`src/rtl/i2c_pkg.sv`:
```
// Shared types and constants for the I2C SCL generator.
package i2c_pkg;

    typedef enum logic [1:0] {
        PH_LOW_A  = 2'd0,
        PH_LOW_B  = 2'd1,
        PH_HIGH_A = 2'd2,
        PH_HIGH_B = 2'd3
    } phase_t;

    typedef enum logic [1:0] {
        ST_IDLE    = 2'd0,
        ST_RUN     = 2'd1,
        ST_TIMEOUT = 2'd2
    } state_t;

    localparam int unsigned I2C_MIN_DIV  = 4;
    localparam int unsigned I2C_SYNC_LAT = 2;

endpackage

```
`src/rtl/i2c_scl_sync.sv`:
```
// Multi-flop synchroniser bringing the SCL pad into the clk domain; idles high.
module i2c_scl_sync
    import i2c_pkg::*;
(
    input  logic clk,
    input  logic rst,
    input  logic scl_in,
    output logic scl_s
);

    logic [I2C_SYNC_LAT-1:0] sync_q;

    always_ff @(posedge clk or negedge rst) begin
        if (!rst) begin
            sync_q <= '1;
        end else begin
            sync_q <= {sync_q[I2C_SYNC_LAT-2:0], scl_in};
        end
    end

    assign scl_s = sync_q[I2C_SYNC_LAT-1];

endmodule

```
`src/rtl/i2c_scl_gen.sv`:
```
// I2C master SCL / data-clock generator with bus-sampled clock stretching.
// Optional stretch timeout enabled by defining I2C_STRETCH_TIMEOUT_EN.
module i2c_scl_gen
    import i2c_pkg::*;
#(
    parameter int DIV_W = 12,
    parameter int TO_W  = 16
) (
    input  logic             clk,
    input  logic             rst,
    input  logic             ena,
    input  logic [DIV_W-1:0] div,
    input  logic             scl_in,
    input  logic             scl_not_ena,
    input  logic [TO_W-1:0]  timeout_lim,
    output logic             scl_oe,
    output logic             data_clk,
    output logic [1:0]       phase,
    output logic             switch_range,
    output logic             stretch,
    output logic             timeout
);

    state_t           st, st_n;
    phase_t           ph, ph_n;
    logic [DIV_W-1:0] cnt, cnt_n, div_q, div_n, div_clamp, cnt_last;
    logic             scl_s, hold, wrap, to_hit, run_n;

    i2c_scl_sync u_sync (
        .clk    (clk),
        .rst    (rst),
        .scl_in (scl_in),
        .scl_s  (scl_s)
    );

    assign div_clamp = (div < DIV_W'(I2C_MIN_DIV)) ? DIV_W'(I2C_MIN_DIV) : div;
    assign cnt_last  = div_q - DIV_W'(1);
    assign wrap      = (st == ST_RUN) && (ph == PH_HIGH_B) && (cnt == cnt_last);
    // Holding at cnt==SYNC_LAT hides the synchroniser delay after releasing SCL.
    assign hold      = (st == ST_RUN) && (ph == PH_HIGH_A) && (cnt == DIV_W'(I2C_SYNC_LAT))
                       && !scl_s && !scl_not_ena;

`ifdef I2C_STRETCH_TIMEOUT_EN
    logic [TO_W-1:0] to_cnt, to_inc;

    assign to_inc = to_cnt + TO_W'(1);
    assign to_hit = hold && (timeout_lim != '0) && (to_inc == timeout_lim);

    always_ff @(posedge clk or negedge rst) begin
        if (!rst) begin
            to_cnt  <= '0;
            timeout <= 1'b0;
        end else begin
            if (st != ST_RUN || wrap) begin
                to_cnt <= '0;
            end else if (hold) begin
                to_cnt <= to_inc;
            end
            if (to_hit) begin
                timeout <= 1'b1;
            end else if (st == ST_TIMEOUT && !ena) begin
                timeout <= 1'b0;
            end
        end
    end
`else
    logic unused_timeout_lim;

    assign unused_timeout_lim = ^timeout_lim;
    assign to_hit             = 1'b0;
    assign timeout            = 1'b0;
`endif

    always_comb begin
        st_n  = st;
        ph_n  = ph;
        cnt_n = cnt;
        div_n = div_q;
        case (st)
            ST_IDLE: begin
                ph_n  = PH_LOW_A;
                cnt_n = '0;
                if (ena) begin
                    st_n  = ST_RUN;
                    div_n = div_clamp;
                end
            end
            ST_RUN: begin
                if (to_hit) begin
                    st_n  = ST_TIMEOUT;
                    ph_n  = PH_LOW_A;
                    cnt_n = '0;
                end else if (hold) begin
                    cnt_n = cnt;
                end else if (cnt == cnt_last) begin
                    cnt_n = '0;
                    if (ph == PH_HIGH_B) begin
                        ph_n = PH_LOW_A;
                        if (ena) begin
                            div_n = div_clamp;
                        end else begin
                            st_n = ST_IDLE;
                        end
                    end else begin
                        ph_n = phase_t'(ph + 2'd1);
                    end
                end else begin
                    cnt_n = cnt + DIV_W'(1);
                end
            end
`ifdef I2C_STRETCH_TIMEOUT_EN
            ST_TIMEOUT: begin
                ph_n  = PH_LOW_A;
                cnt_n = '0;
                if (!ena) begin
                    st_n = ST_IDLE;
                end
            end
`endif
            default: begin
                st_n  = ST_IDLE;
                ph_n  = PH_LOW_A;
                cnt_n = '0;
            end
        endcase
    end

    assign run_n = (st_n == ST_RUN);

    // Outputs are registered from next-state values so they change with the phase.
    always_ff @(posedge clk or negedge rst) begin
        if (!rst) begin
            st           <= ST_IDLE;
            ph           <= PH_LOW_A;
            cnt          <= '0;
            div_q        <= '0;
            scl_oe       <= 1'b0;
            data_clk     <= 1'b0;
            switch_range <= 1'b0;
            stretch      <= 1'b0;
        end else begin
            st           <= st_n;
            ph           <= ph_n;
            cnt          <= cnt_n;
            div_q        <= div_n;
            scl_oe       <= run_n && (ph_n == PH_LOW_A || ph_n == PH_LOW_B);
            data_clk     <= run_n && (ph_n == PH_LOW_B || ph_n == PH_HIGH_A);
            switch_range <= run_n && (ph_n == PH_HIGH_A);
            stretch      <= hold && !to_hit;
        end
    end

    assign phase = ph;

endmodule

```
`config.mk`:
```
export PLATFORM = sky130hd
export DESIGN_NAME = i2c_scl_gen
export DESIGN_NICKNAME = d
export VERILOG_FILES = /design/src/rtl/i2c_pkg.sv /design/src/rtl/i2c_scl_sync.sv /design/src/rtl/i2c_scl_gen.sv
export SDC_FILE = /design/constraint.sdc
export NUM_CORES = 1
export LEC_CHECK = 0
export CORE_MARGIN = 4
export CORE_UTILIZATION = 47
export DETAILED_ROUTE_END_ITERATION = 16
export PLACE_DENSITY = 0.76
export SYNTH_ARGS = -nofsm -noshare
export SYNTH_HDL_FRONTEND = slang
export SYNTH_SLANG_ARGS = --single-unit
```
`constraint.sdc`:
```
create_clock -name clk -period 2.88 [get_ports clk]
set_input_delay 0.432 -clock clk [delete_from_list [all_inputs] [get_ports clk]]
set_output_delay 0.432 -clock clk [all_outputs]
set_load 0.05 [all_outputs]
```
==> results.yml <==
synthesis:
  synth_edf_count: 0
  ys_types: 58
  syn_area_sq_mm: 0.00216
  syn_area_per_cell_sq_um: 9.38
  synthMuxAreaShare: 0.0243
  synth_fa_ha_area_frac: 0.0464
  yosysTopAreaCell: "dfrtp_1"
  synth_top_family_by_area: "simple AND/OR/NAND/NOR gates"
  synthTopCellsByArea: "dfrtp_1 37%, xnor2_1 5.3%, nor2_1 4.7%"
  synth_seq_cells: 34
  synth.top_cell.area_share: 0.371
  synthCells: 230
  synth-main-ff-cell: "dfrtp_1"
  synth.yosys.seq_area_share: 0.395
  synthSimpleGateAreaFrac: 0.260
  synthXorXnorAreaFrac: 0.0846
  ys_async_sr_fraction: 1.00
  yosys_warnings: 0
  synth_compound_area_frac: 0.141
detailed_routing:
  postRouteWirelength_mm: 5.56
  ant_nets: 0
  drt-vias-per-instance: 5.77
  drt-initial-drc-count: 131
  post_drt_wl_per_cell_um: 16.4
  drc: 0
  vias: 1951
  drtPass1Iterations: 4
final_layout:
  layout_common_cells: "30 x buf_4, 28 x dfrtp_1, 26 x nor2_1"
  utilization: 0.655
  nNetsFinal: 326
  area_delta_synth_final_pct: 34.0
  drive_gt1_frac: 0.280
  multiInputGateArea_sq_mm: 0.00133
  fill_cells: 334
  regArea_sq_um: 858
  final_common_cell: "buf_4"
  diodes: 0
critical_path:
  worstRegToRegCells: 10
  crit-reg2reg-launch: "div_q[0]"
  timing.rr.end: "scl_oe"
  endpoint: "scl_oe"
  crit_chain: "buf_6 > nor3_4 > a21oi_2 > nand4b_1 > or4b_4 > nor4_4 > o21ai_2 > mux2_4 > ha_4 > o211a_1"
  max_stage_delay_ps: 510
  cp.arrival_ps: 3030
  path_class: "flip-flop to flip-flop"
  critPathCaptureType: "flip-flop"
  cp-start-kind: "flip-flop"
  critPathMaxFanout: 4
  crit_path_top_delay_cell: "or4b_4"
  rrSetupSlack_ps: 40
  crit_required_ps: 3070
  cp-startpoint: "div_q[0]"
timing:
  period_minus_slack_ps: 2840
  fmax_mhz: 352
  post-route-period-util: 0.986
  max_slew.worst_pin.slew_ps: 507
  layout_setup_ws_ps: 40.7
  finClkSkew_ps: 9.06
  fin_tns_setup_ps: 0
  hold_viol: 0
  drv_slew: 0
  rsz0062_at_grt: "yes"
  max_slew_margin: 0.661
  final-setup-viol-count: 0
min_path:
  hold_class: "flip-flop to flip-flop"
  hold_depth: 0
global_route:
  grt_max_degree: 35
  grt_pass1_wl_mm: 8.78
  grt_antenna_before_repair: 0
  grt_pass1_vias: 1885
  grt-ovfl-total: 0
  grtUsageTotal: 0.201
placed_design:
  post-place-ws_ps: -28.0
  port_buffers: 22
  gp_congestion: 0.869
  hpwl_mm: 3.79
power_and_ir_drop:
  leakage_nw: 1.17
  pwr-share-comb: 0.216
  pwr-share-clk: 0.349
  seqPwrFrac: 0.435
  powerDensity_mw_per_mm2: 438
  p_sw_frac: 0.282
  p_int_mw: 0.910
  p_switching_mw: 0.358
  ir_worst_vdd_v: 0.000243
clock_tree:
  h-tree-depth: 2
  cts_buffers: 5
  insertion_delay_ps: 300
  cts_tree: "yes"
  cts_sinks: 34
  root_buffer: "clkbuf_8"
  clk_transition_reported_paths_ps: 80
  cts_buffer_depth: 2
status:
  outcome: "completed"
die:
  coreArea_sq_mm: 0.00441
  dieArea_sq_mm: 0.00574
  ios: 40
  die_w_um: 75.8
  dieHeight_um: 75.8
  start_util: 0.489
  row_count: 24
flow_run:
  maxCapViolCount: 0
## state kept, by name, indices dropped and copies added (netlist names)
signal         cells
stretch            1
data_clk           1
phase              2
u_sync.sync_q      2
div_q             12
scl_oe             1
st                 2
switch_range       1
cnt               12
## kinds of logic after synthesis
logic type | after synthesis
AO/OA/AOI/OAI | 40
XOR/XNOR | 20
adder cells (fa/ha/maj) | 8
buffers and inverters | 19
flip-flops | 34
multiplexers | 5
other | 1
AND/OR/NAND/NOR | 103
## how the worst min path moves through the flow
stage,startpoint,endpoint,slack [ps]
2_1_floorplan,rst,cnt[0],140
3_3_place_gp,u_sync.sync_q[0],u_sync.sync_q[1],350
3_5_place_dp,u_sync.sync_q[0],u_sync.sync_q[1],350
4_1_cts,u_sync.sync_q[0],u_sync.sync_q[1],360
5_1_grt,u_sync.sync_q[0],u_sync.sync_q[1],370
6_report,u_sync.sync_q[0],u_sync.sync_q[1],360
## timing repair
action	in CTS	in global routing
hold buffers	0	0
setup buffers	9	3
gates resized for setup	16	15
cloned	0	0
pin swaps	6	5
endpoints found under the hold margin	0	0
endpoints found under the setup margin	3	4
## layer usage
layer  track usage  up-vias  share of wire
li1              -      944              -
met4        0.0699        0          0.016
met3        0.0422       10          0.052
met2         0.324       55           0.51
met5             0        -              0
met1         0.266      942           0.42
## cells in the mapped netlist (all sizes together), types with 3 or more instances
library cell	number
xor2	7
a31oi	3
xnor2	13
nor4b	3
nand4	4
nor4	6
inv	10
o31ai	3
nand2	25
ha	8
nand3	8
nor2	28
nor3	4
clkbuf	3
o21ai	5
and3	7
a21oi	5
mux2i	3
buf	6
dfrtp	32
nand2b	3
a221o	9
## cell type report
type / instances / area share
well taps: 52 / 0.0225
clock inverters: 3 / 0.0156
repair buffers: 56 / 0.170
multi-input cells: 178 / 0.459
inverters: 10 / 0.0130
flip-flops and latches: 34 / 0.297
clock buffers: 5 / 0.0238
## worst max-delay path, delay by kind of cell (launching register included)
family          cells  cell delay (ps)
buf+inv             1              140
simple gates        4             1210
compound gates      3              450
mux                 1              350
flops               1              410
fa+ha+maj           1              160
## metrics by stage
| stage | std cells | total power [mW] | hold WS, ps | area, sq um |
|---|---|---|---|---|
| finish | 338 | 1.27 | 362 | 2890 |
| CTS | 335 | 1.26 | 365 | 2810 |
| global placement | 318 | 0.782 | 346 | 2570 |
| floorplan | 231 | 0.690 | 136 | 2170 |
| global route | 338 | 1.33 | 371 | 2890 |
| detailed placement | 318 | 0.789 | 354 | 2570 |
## power by group through the flow
stage	Clock [mW]	Combinational [mW]	Sequential, mW
after global routing	0.472	0.296	0.557
final	0.442	0.274	0.552
after floorplan	0	0.136	0.554
after CTS	0.453	0.259	0.551
after global placement	0	0.226	0.556
after detailed placement	0	0.231	0.558
Note: power is estimated with default switching activity, not from simulation.
==> edit (same flow settings) <==
Remove the register `scl_oe`: a continuous assignment takes its place, so the output `scl_oe` follows one clock earlier.
--- a/src/rtl/i2c_scl_gen.sv
+++ b/src/rtl/i2c_scl_gen.sv
@@ -136,3 +136,2 @@
             div_q        <= '0;
-            scl_oe       <= 1'b0;
             data_clk     <= 1'b0;
@@ -145,3 +144,2 @@
             div_q        <= div_n;
-            scl_oe       <= run_n && (ph_n == PH_LOW_A || ph_n == PH_LOW_B);
             data_clk     <= run_n && (ph_n == PH_LOW_B || ph_n == PH_HIGH_A);
@@ -152,2 +150,4 @@
 
+    assign scl_oe = run_n && (ph_n == PH_LOW_A || ph_n == PH_LOW_B);
+
     assign phase = ph;
Check against the original RTL: not equivalent (Yosys sat finds a counterexample within 4 cycles, from zero or initial values and one cycle with rst low).
==> edit against the unedited design <==
The flow now finishes with violations (negative setup slack); sequential share of layout area up 1.8 points; power up 6.6%; clock power down 2%; maximum frequency down 18%; synthesized cell count down 17%; area after synthesis down 9.2%; final area down 8.9%; die area down 8.3%; worst setup slack worse by 0.64 ns; sequential cell count down 1; wire length down 22%; via count down 19%.
==> edit: results (changes against the unedited design) <==
{| class="wikitable"
! Metric !! Value
|-
| Run status || finished, violations left
|-
| Failing checks || negative setup slack
|-
| Routability congestion estimate || 0.837 (-3.7%)
|-
| Final setup margin || -0.598 ns (-0.639 ns)
|-
| Number of violations reported at the end of detailed-routing iteration 0 || 51 (-61%)
|-
| Finished Layout Cells || 302 (-11%)
|-
| Pin count of the biggest net entering global routing || 34 (-2.9%)
|-
| Area after DPL || 2520 um^2 (-2.1%)
|-
| Setup-violating endpoint count in the final report || 1 (+1)
|-
| R2R Path End || switch_range
|-
| Placed cell count || 294 (-7.5%)
|-
| Via/cell ratio || 5.23 (-9.4%)
|-
| Cell Pwr Density || 513 nW/um^2 (+17%)
|-
| Fraction of registers with async set/reset || 1.00 (unchanged)
|-
| Number of distinct library cell variants in the gate-level netlist after synthesis || 44 (-24%)
|-
| Ratio of cells with drive above 1 in the final layout || 0.282 (+0.00203)
|-
| Leakage || 0.00115 uW (-1.4%)
|-
| Total Die Area || 5270 um^2 (-8.3%)
|-
| Post-route clock skew || 0.00800 ns (-0.00105 ns)
|-
| Aggregate global-route resource usage || 0.188 (-0.0132)
|-
| Registers with the highest flip-flop counts || cnt: 12 flops, div_q: 12 flops
|-
| Cell types with the highest counts after synthesis || 31 x sky130_fd_sc_hd__dfrtp_1, 15 x sky130_fd_sc_hd__nor2_1, 14 x sky130_fd_sc_hd__xnor2_1
|-
| Number of global-route vias before repair || 1669 (-11%)
|-
| Share of the yosys chip area belonging to registers || 0.423 (+0.0274)
|-
| Depth of the worst register-to-register path || 11 (+1)
|-
| Detailed placement HPWL || 3230 um (-15%)
|-
| Average wire length per cell after detail routing || 14.4 um (-12%)
|-
| Highest ir drop seen on vdd || 420 uV (+73%)
|-
| Top fanout value on the critical path || 3 (-1)
|-
| # fillers || 326 (-2.4%)
|-
| Internal reg-to-reg setup slack || 0.11 ns (+0.07 ns)
|-
| Crit path DAT || 3.05 ns (+0.02 ns)
|-
| Avg Cell Area, Syn || 10.3 um^2 (+9.9%)
|}
edit: changes by cell type after synthesis, moves of 3 or more:
cell / before / now
sky130_fd_sc_hd__a221o_1: 8 / 0
sky130_fd_sc_hd__a31oi_1: 3 / 0
sky130_fd_sc_hd__and3_1: 7 / 4
sky130_fd_sc_hd__mux2_4: 0 / 8
sky130_fd_sc_hd__nand2_1: 25 / 12
sky130_fd_sc_hd__nand2b_1: 3 / 6
sky130_fd_sc_hd__nor2_1: 27 / 15
sky130_fd_sc_hd__nor3_1: 3 / 8
sky130_fd_sc_hd__xor2_1: 6 / 10
edit: repair_timing:
action	4_1_cts	5_1_grt
pin swaps	1	0
resized for setup	5	1
endpoints found under the setup margin	1	1
setup buffers	0	0
edit: where the power goes:
group          switching, uW  internal (uW)  leakage [uW]  total (uW)
Sequential              47.7            506      0.000422         554
Combinational            152            214      0.000672         365
Clock                    175            257     0.0000552         432
Total                    375            976       0.00115        1350
edit: final cells by class:
cell class | count | area, um^2 | area share
clock buffer | 6 | 72.6 | 0.0275
clock inverter | 2 | 35.0 | 0.0133
inverter | 8 | 30.0 | 0.0114
multi-input combinational | 143 | 1090 | 0.413
sequential | 33 | 828 | 0.314
tap | 50 | 62.6 | 0.0237
timing repair buffer | 60 | 519 | 0.197
edit: cells by family (layout without fill, tap and decap cells):
group / after synthesis / in the layout / share of synthesized area
fa+ha+maj: 8 / 8 / 0.0511
other cells: 1 / 2 / 0.00191
compound gates: 14 / 14 / 0.0575
xor+xnor: 24 / 24 / 0.107
buf+inv: 15 / 76 / 0.0351
flops: 33 / 33 / 0.423
mux: 14 / 14 / 0.0932
simple gates: 81 / 81 / 0.231
edit: per-stage QoR:
stage	setup TNS (ns)	utilization	setup slack, ns	hold slack [ns]
3_3_place_gp	-0.331	0.625	-0.331	0.347
4_1_cts	-0.613	0.654	-0.613	0.359
6_report	-0.598	0.654	-0.598	0.357
5_1_grt	-0.722	0.654	-0.722	0.360
2_1_floorplan	-0.245	-	-0.245	0.136
3_5_place_dp	-0.333	0.625	-0.333	0.349
edit: worst max-delay path by stage:
stage	start	end	slack (ns)	cells after the start
after floorplan	div_q[0]	scl_oe	-0.24	10
after global placement	div_q[0]	scl_oe	-0.33	12
after detailed placement	div_q[0]	scl_oe	-0.33	12
after CTS	div_q[0]	scl_oe	-0.61	12
after global routing	div_q[0]	scl_oe	-0.72	12
final	div_q[0]	scl_oe	-0.60	12
edit: metal layers:
layer / vias up / global-route usage / wire, um / part of all wire
met3: 8 / 0.0485 / 169 / 0.039
met5: - / 0 / 0 / 0
met4: 0 / 0.0799 / 77 / 0.018
met1: 769 / 0.228 / 1960 / 0.45
li1: 780 / - / - / -
met2: 23 / 0.314 / 2140 / 0.49
